[config.mk]
export PLATFORM = sky130hd
export DESIGN_NAME = zero_pad_sched
export DESIGN_NICKNAME = d
export VERILOG_FILES = /design/src/rtl/zero_pad_sched.sv
export SDC_FILE = /design/constraint.sdc
export NUM_CORES = 1
export LEC_CHECK = 0
export BUFFER_PORTS_ARGS = -buffer_cell sky130_fd_sc_hd__buf_2
export CAP_MARGIN = 20
export CORE_ASPECT_RATIO = 1.25
export CORE_MARGIN = 3
export CORE_UTILIZATION = 51
export DETAILED_ROUTE_END_ITERATION = 16
export PLACE_DENSITY = 0.85
export SETUP_SLACK_MARGIN = 0.02
export SLEW_MARGIN = 25
export SYNTH_ARGS = -nofsm -noshare
export SYNTH_HDL_FRONTEND = slang
export SYNTH_SLANG_ARGS = --single-unit
[constraint.sdc]
create_clock -name clk -period 4.3 [get_ports clk]
set_input_delay 0.43 -clock clk [delete_from_list [all_inputs] [get_ports clk]]
set_output_delay 0.43 -clock clk [all_outputs]
set_load 0.02 [all_outputs]
[src/rtl/zero_pad_sched.sv]
// Two-input round-robin packet scheduler that forces every granted packet to a
// programmable length, appending zero words or discarding the excess.
module zero_pad_sched #(
  parameter int         WIDTH         = 32,
  parameter int         LEN_W         = 16,
  parameter logic [7:0] SR_OUT_LEN    = 8'd129,
  parameter int         DEFAULT_OUT_L = 32
) (
  input  logic             clk,
  input  logic             reset,
  input  logic             set_stb,
  input  logic [7:0]       set_addr,
  input  logic [31:0]      set_data,
  input  logic [WIDTH-1:0] i0_tdata,
  input  logic             i0_tlast,
  input  logic             i0_tvalid,
  output logic             i0_tready,
  input  logic [WIDTH-1:0] i1_tdata,
  input  logic             i1_tlast,
  input  logic             i1_tvalid,
  output logic             i1_tready,
  output logic [WIDTH-1:0] o_tdata,
  output logic             o_tlast,
  output logic             o_tvalid,
  input  logic             o_tready,
  output logic             o_src,
  output logic [31:0]      padded_cnt,
  output logic [31:0]      trunc_cnt
);

  typedef enum logic [1:0] {IDLE, PASS, PAD, DROP} state_t;

  state_t           state, state_nxt;
  logic             src, last_grant;
  logic [LEN_W-1:0] cnt, act_len, out_len;

  logic             grant, grant_src;
  logic             out_xfer, pad_done, trunc_done, sel_ready;
  logic [WIDTH-1:0] sel_tdata;
  logic             sel_tvalid, sel_tlast;
  logic             len_zero, at_last;

  // Only the low LEN_W bits of a settings word carry the length.
  logic unused_set_bits;
  assign unused_set_bits = &{1'b0, set_data[31:LEN_W]};

  assign sel_tdata  = src ? i1_tdata  : i0_tdata;
  assign sel_tvalid = src ? i1_tvalid : i0_tvalid;
  assign sel_tlast  = src ? i1_tlast  : i0_tlast;

  assign len_zero = (act_len == '0);
  assign at_last  = !len_zero && (cnt == act_len - LEN_W'(1));

  assign i0_tready = sel_ready & ~src;
  assign i1_tready = sel_ready &  src;
  assign o_src     = src;

  always_comb begin
    // NOTE: every signal written here gets a default first, so no path can infer a latch.
    state_nxt  = state;
    o_tdata    = '0;
    o_tvalid   = 1'b0;
    o_tlast    = 1'b0;
    sel_ready  = 1'b0;
    grant      = 1'b0;
    grant_src  = 1'b0;
    out_xfer   = 1'b0;
    pad_done   = 1'b0;
    trunc_done = 1'b0;

    unique case (state)
      IDLE: begin
        if (i0_tvalid && i1_tvalid) begin
          grant     = 1'b1;
          grant_src = ~last_grant;
        end else if (i0_tvalid || i1_tvalid) begin
          grant     = 1'b1;
          grant_src = i1_tvalid;
        end
        if (grant) state_nxt = PASS;
      end

      PASS: begin
        o_tdata   = sel_tdata;
        o_tvalid  = sel_tvalid;
        sel_ready = o_tready;
        o_tlast   = at_last || (len_zero && sel_tlast);
        out_xfer  = sel_tvalid && o_tready;
        if (out_xfer) begin
          if (len_zero) begin
            if (sel_tlast) state_nxt = IDLE;
          end else if (at_last) begin
            state_nxt = sel_tlast ? IDLE : DROP;
          end else if (sel_tlast) begin
            state_nxt = PAD;
          end
        end
      end

      // Zero fill holds valid high regardless of o_tready until the final word.
      PAD: begin
        o_tvalid = 1'b1;
        o_tlast  = at_last;
        out_xfer = o_tready;
        if (out_xfer && at_last) begin
          pad_done  = 1'b1;
          state_nxt = IDLE;
        end
      end

      DROP: begin
        sel_ready = 1'b1;
        if (sel_tvalid && sel_tlast) begin
          trunc_done = 1'b1;
          state_nxt  = IDLE;
        end
      end

      default: state_nxt = IDLE;
    endcase
  end

  always_ff @(posedge clk) begin
    // NOTE: non-blocking assignments make every register see pre-edge values of the others.
    if (reset) begin
      state      <= IDLE;
      src        <= 1'b0;
      last_grant <= 1'b1;
      cnt        <= '0;
      act_len    <= '0;
      out_len    <= LEN_W'(DEFAULT_OUT_L);
      padded_cnt <= '0;
      trunc_cnt  <= '0;
    end else begin
      state <= state_nxt;

      if (set_stb && set_addr == SR_OUT_LEN) out_len <= set_data[LEN_W-1:0];

      // The length is frozen per packet so mid-packet writes only affect the next one.
      if (grant) begin
        src        <= grant_src;
        last_grant <= grant_src;
        cnt        <= '0;
        act_len    <= out_len;
      end else if (out_xfer) begin
        cnt <= cnt + LEN_W'(1);
      end

      if (pad_done   && padded_cnt != '1) padded_cnt <= padded_cnt + 32'd1;
      if (trunc_done && trunc_cnt  != '1) trunc_cnt  <= trunc_cnt  + 32'd1;
    end
  end

endmodule

* After elaboration in Yosys (flattened, before gate mapping)
Index checks and enable logic that the tools add are counted.
** Cells by class
- $add $sub $neg :: 4
- Eq/ne operators :: 13
- Multiplexer cells :: 29
- Bitwise logic cells :: 4
- Reductions and logical operators :: 16
** Operator list (number)
- adder 32 x 1 -> 32 bit, second input constant :: 2
- 2-to-1 mux 32 bit :: 2
- != test 32 bit, second input constant :: 2
- 2-to-1 mux 2 bit :: 9
- adder 16 x 1 -> 16 bit, second input constant :: 1
- equality test 16 bit :: 1
- zero test 16 bit :: 1
- subtractor 16 x 1 -> 16 bit, second input constant :: 1
- 2-to-1 mux 1 bit :: 13
- logical AND 1 bit :: 9
- equality test 8 bit, second input constant :: 1
- != test 2 bit, second input constant :: 4
- one-hot mux 1 bit (2 select lines) :: 4
- one-hot mux 2 bit (4 select lines) :: 1
- != test 3 bit, second input constant :: 2
- AND reduction 6 bit :: 1
- equality test 2 bit, second input constant :: 2
- bitwise AND 1 bit :: 2
- equality test 2 x 1 -> 1 bit, second input constant :: 1
- zero test 2 bit :: 1
- logical OR 1 bit :: 2
- inverter 1 bit :: 2
- OR reduction 2 bit :: 1
- zero test 1 bit :: 1
** Word-level totals
- Register bits :: 116
- Input bits :: 112
- Logic and storage cells :: 74

* Logic depth before layout (Yosys ltp)
- Depth in word-level cells :: 7
- Depth in mapped cells :: 12

* Worst setup path after synthesis
Ideal clock, no wire load.
- Path type :: reg-to-output
- Start point :: register act_len[0]
- End point :: output o_tlast
- Arrival :: 2.881 ns
- Setup slack :: 0.989 ns
- Stages on the path, launching flop included :: 11
- Cells stage by stage :: dfxtp_1 -> inv_1 -> ha_1 -> or4b_4 -> a2111oi_0 -> o32ai_1 -> a21boi_0 -> o221a_2 -> and4_1 -> o21ai_0 -> a21boi_0
** On the way
- Cells in the longest elaborated chain, start to end :: 5
- Elaborated cells on any way between the ends :: 8
** RTL lines
- from (decl) :: RTL line 35 : logic [LEN_W-1:0] cnt, act_len, out_len;
- from (signal assigned) :: RTL line 144 : act_len <= out_len;
- subtractor 16 x 1 -> 16 bit / zero test 16 bit (equally long branches) :: RTL line 52, 51
- equality test 16 bit / zero test 1 bit (equally long branches) :: RTL line 52 : assign at_last = !len_zero && (cnt == act_len - LEN_W'(1));
- logical AND 1 bit :: RTL line 52
- logical OR 1 bit :: RTL line 87 : o_tlast = at_last || (len_zero && sel_tlast);
- one-hot mux 1 bit (2 select lines) (*) :: RTL line 71 : unique case (state)
- to (decl) :: RTL line 23 : output logic o_tlast,
Mark *: on every way between the ends. The rest lies on a longest branch, timed or not.

* Worst setup path after layout
Same ends and word-level chain as after synthesis.

==> run metrics <==
Fin Clk Skew=~0.011 ns; post-synth cell types=56; Mapped Cells=roughly 800; Pre-Repair DR Iteration Count=6; maximum operating frequency=0.249 GHz; worst hold path type=in2reg; Die X=roughly 110 um; Worst-Skew Late Latency=about 0.42 ns; min Tclk post-route=about 4.0 ns; Max Cap Viol=0; via count=6530; Setup crit start kind=flip-flop; Synth area leaders=dfxtp_1 36%, mux2i_1 8.0%, a21oi_1 4.9%; status=finished, final reports clean; CTS Sinks=116; via count of the first global-routing pass=roughly 6300; CP arrival=between 3 and 4 ns; Required @ worst endpoint=a little under 4 ns; H-tree Lvls=4; Final Slew Violations=0; Max-Slew Margin vs Limit=between 50 and 60%; Pleak=3.45 nW; Routability Congestion=slightly below 0.9; Area growth syn-to-layout=26.8%; worst-case clock buffer depth=2; Antenna diodes=0; met1 Resource Use GR=29.7%; CP max FO=7; DRC=0; post-DR wirelength/cell=15.5 um; GRT Max-Usage Layer=met2; num rows=between 40 and 50; flops & latches, synth=about 120; detailed placer's ending HPWL=12800 um; IO Port Bufs=196; Initial Util=a little over half; die area=~0.014 mm2; FFs w/ async S/R, synth=0%; CTS tree=done; via/cell ratio=around 5.6; setup bufs post-CTS=0; DP Area=about 0.0075 mm2; core area=0.0123 mm2; Min Hold Slack=between 0.2 and 0.25 ns; largest net degree at the start of global routing=62; Yosys warnings=0; mapped cell area=0.00648 mm2; Tcrit/Tclk final=between 90% and 100%; count of final setup violators=0; GRT Util Overall=25.1%; Synth Net Count=a little over 900; Setup crit end kind=output port; Post-synth EDFFs=0; Synth top area share=between 30 and 40%; root buf cell=clkbuf_16; grt ovf=0; Post-synth top flop=dfxtp_1; leading area contributor after synthesis=dfxtp_1; 1st-iter DRT viols=a little under 300; syn_area_per_cell=between 8 and 9 um2; final hold viol count=0; Critical Setup Path Class=reg2out; design area=0.00822 mm2; Worst VDD drop=0.000317 V; Nets=1103; part of the Yosys area used for sequential elements=a little over a third; met3 usage=6.17%; CTS clk-pin slew, worst paths=0.06 ns; Slew @ Worst Pin=slightly above 0.7 ns; routing usage on met2=a little over two fifths; share of layout cells above drive strength 1=25.1%; Pwr Density=about 420 mW/mm2; Top Ports=approximately 210; chip height=roughly 130 um; total CTS buffers=17; DRT antenna net count=0; Post-CTS Hold Buffers=0; antenna violations before repair=0; Routed Wire Length=18000 um; global-route wire length before repair=about 29000 um
metrics by stage:
stage | power (mW) | utilization (%) | setup TNS [ns] | cells | setup WS [ns]
2_1_floorplan | 1.64 | - | 0 | 803 | 0.989
5_1_grt | 3.55 | 67.0 | -0.0273 | 1159 | -0.0273
4_1_cts | 3.44 | 66.9 | 0 | 1158 | 0.198
6_report | 3.43 | 67.0 | 0 | 1159 | 0.276
3_3_place_gp | 1.84 | 61.5 | 0 | 1126 | 0.658
3_5_place_dp | 1.85 | 61.5 | 0 | 1126 | 0.657
synthesized netlist by cell type (all sizes together) (2+ instances only):
master	n
o2111a	2
a21boi	2
a211o	2
dfxtp	116
mux2i	52
mux2	3
o31ai	12
nor2b	35
or2	2
xnor2	26
o21a	3
a32oi	2
xor2	31
ha	9
and2	12
and4	8
nor4b	2
o2111ai	2
nor3	13
o21ai	34
nor4	9
nand2b	5
a21oi	63
nand2	72
or3	33
clkbuf	35
nor2	81
buf	10
o21ba	2
or4	14
nand3b	2
inv	22
nand3	34
o31a	3
nand4	24
and3	13
final timing paths:
path,start,end,slack (ns),cells after the start
setup / recovery,act_len[0]$_SDFFE_PP0P_,o_tlast,0.28,11
hold reg to reg,out_len[6]$_SDFFE_PP0P_,act_len[6]$_SDFFE_PP0P_,0.46,2
hold / removal,set_data[2],out_len[2]$_SDFFE_PP0P_,0.24,3
setup reg to reg,act_len[0]$_SDFFE_PP0P_,padded_cnt[17]$_SDFFE_PP0P_,0.82,11
critical path: stages, from the launching register on:
cell,delay [ns]
dfxtp_1,0.36
inv_1,0.08
ha_1,0.26
or4b_4,0.56
a2111oi_1,0.39
o32ai_1,0.15
a21boi_0,0.25
o221a_2,0.33
and4_1,0.26
o21ai_0,0.11
a21boi_1,0.23
buf_2,0.21
registers in the layout (all words and copies together), names as in the netlist:
register and cells:
o_src 1, last_grant 1, state 2, out_len 16, cnt 16, act_len 16
padded_cnt 32, trunc_cnt 32
logic make-up (layout without fill, tap and decap cells):
logic type	count (synthesis)	in the layout	share of synthesized area (%)
fa+ha+maj	9	9	1.74
simple gates	362	362	29.4
compound gates	137	137	12.6
mux	55	55	8.55
flops	116	116	35.8
xor+xnor	57	57	7.70
buf+inv	67	259	4.19
layer usage:
layer,up-vias,part of all wire (%),wire length (um)
met5,-,0,0
met4,0,2.1,372
met3,32,5.1,914
met2,192,52,9370
met1,3096,41,7340
li1,3210,-,-
cells in the final DEF, fill, tap and decap left out, types with 3 or more instances in the layout:
cell type     n
a21oi_1      63
and2_1       11
and3_1       13
and4_1        8
buf_2       195
buf_4         9
bufinv_16     6
clkbuf_16    17
clkinv_2      3
clkinvlp_4    4
dfxtp_1     115
ha_1          8
inv_1        22
mux2_2        3
mux2i_1      52
nand2_1      72
nand2b_1      5
nand3_1      33
nand4_1      24
nor2_1       81
nor2b_1      35
nor3_1       12
nor4_1        8
o21a_1        3
o21ai_0      33
o31a_1        3
o31ai_1      12
or3_1        33
or4_1        14
xnor2_1      26
xor2_1       31
timing repair:
item,CTS,global route
endpoints found under the hold margin,0,0
endpoints found under the setup margin,0,1
resized for setup,0,2
power by group:
group / total (mW) / switching, mW / internal [mW] / leakage (nW)
Clock: 1.59 / 0.512 / 1.08 / 0.312
Combinational: 0.736 / 0.446 / 0.289 / 2.20
Sequential: 1.11 / 0.0165 / 1.09 / 0.935
Total: 3.43 / 0.975 / 2.46 / 3.45
area by class of cell:
cell class,count,area [um2]
Clock inverter,14,234
Multi-Input combinational cell,620,3890
Tap cell,164,205
Clock buffer,18,429
Sequential cell,116,2320
Inverter,22,82.6
Fill cell,1038,4050
Timing Repair Buffer,205,1050
Power figures use the tool's default switching activity.
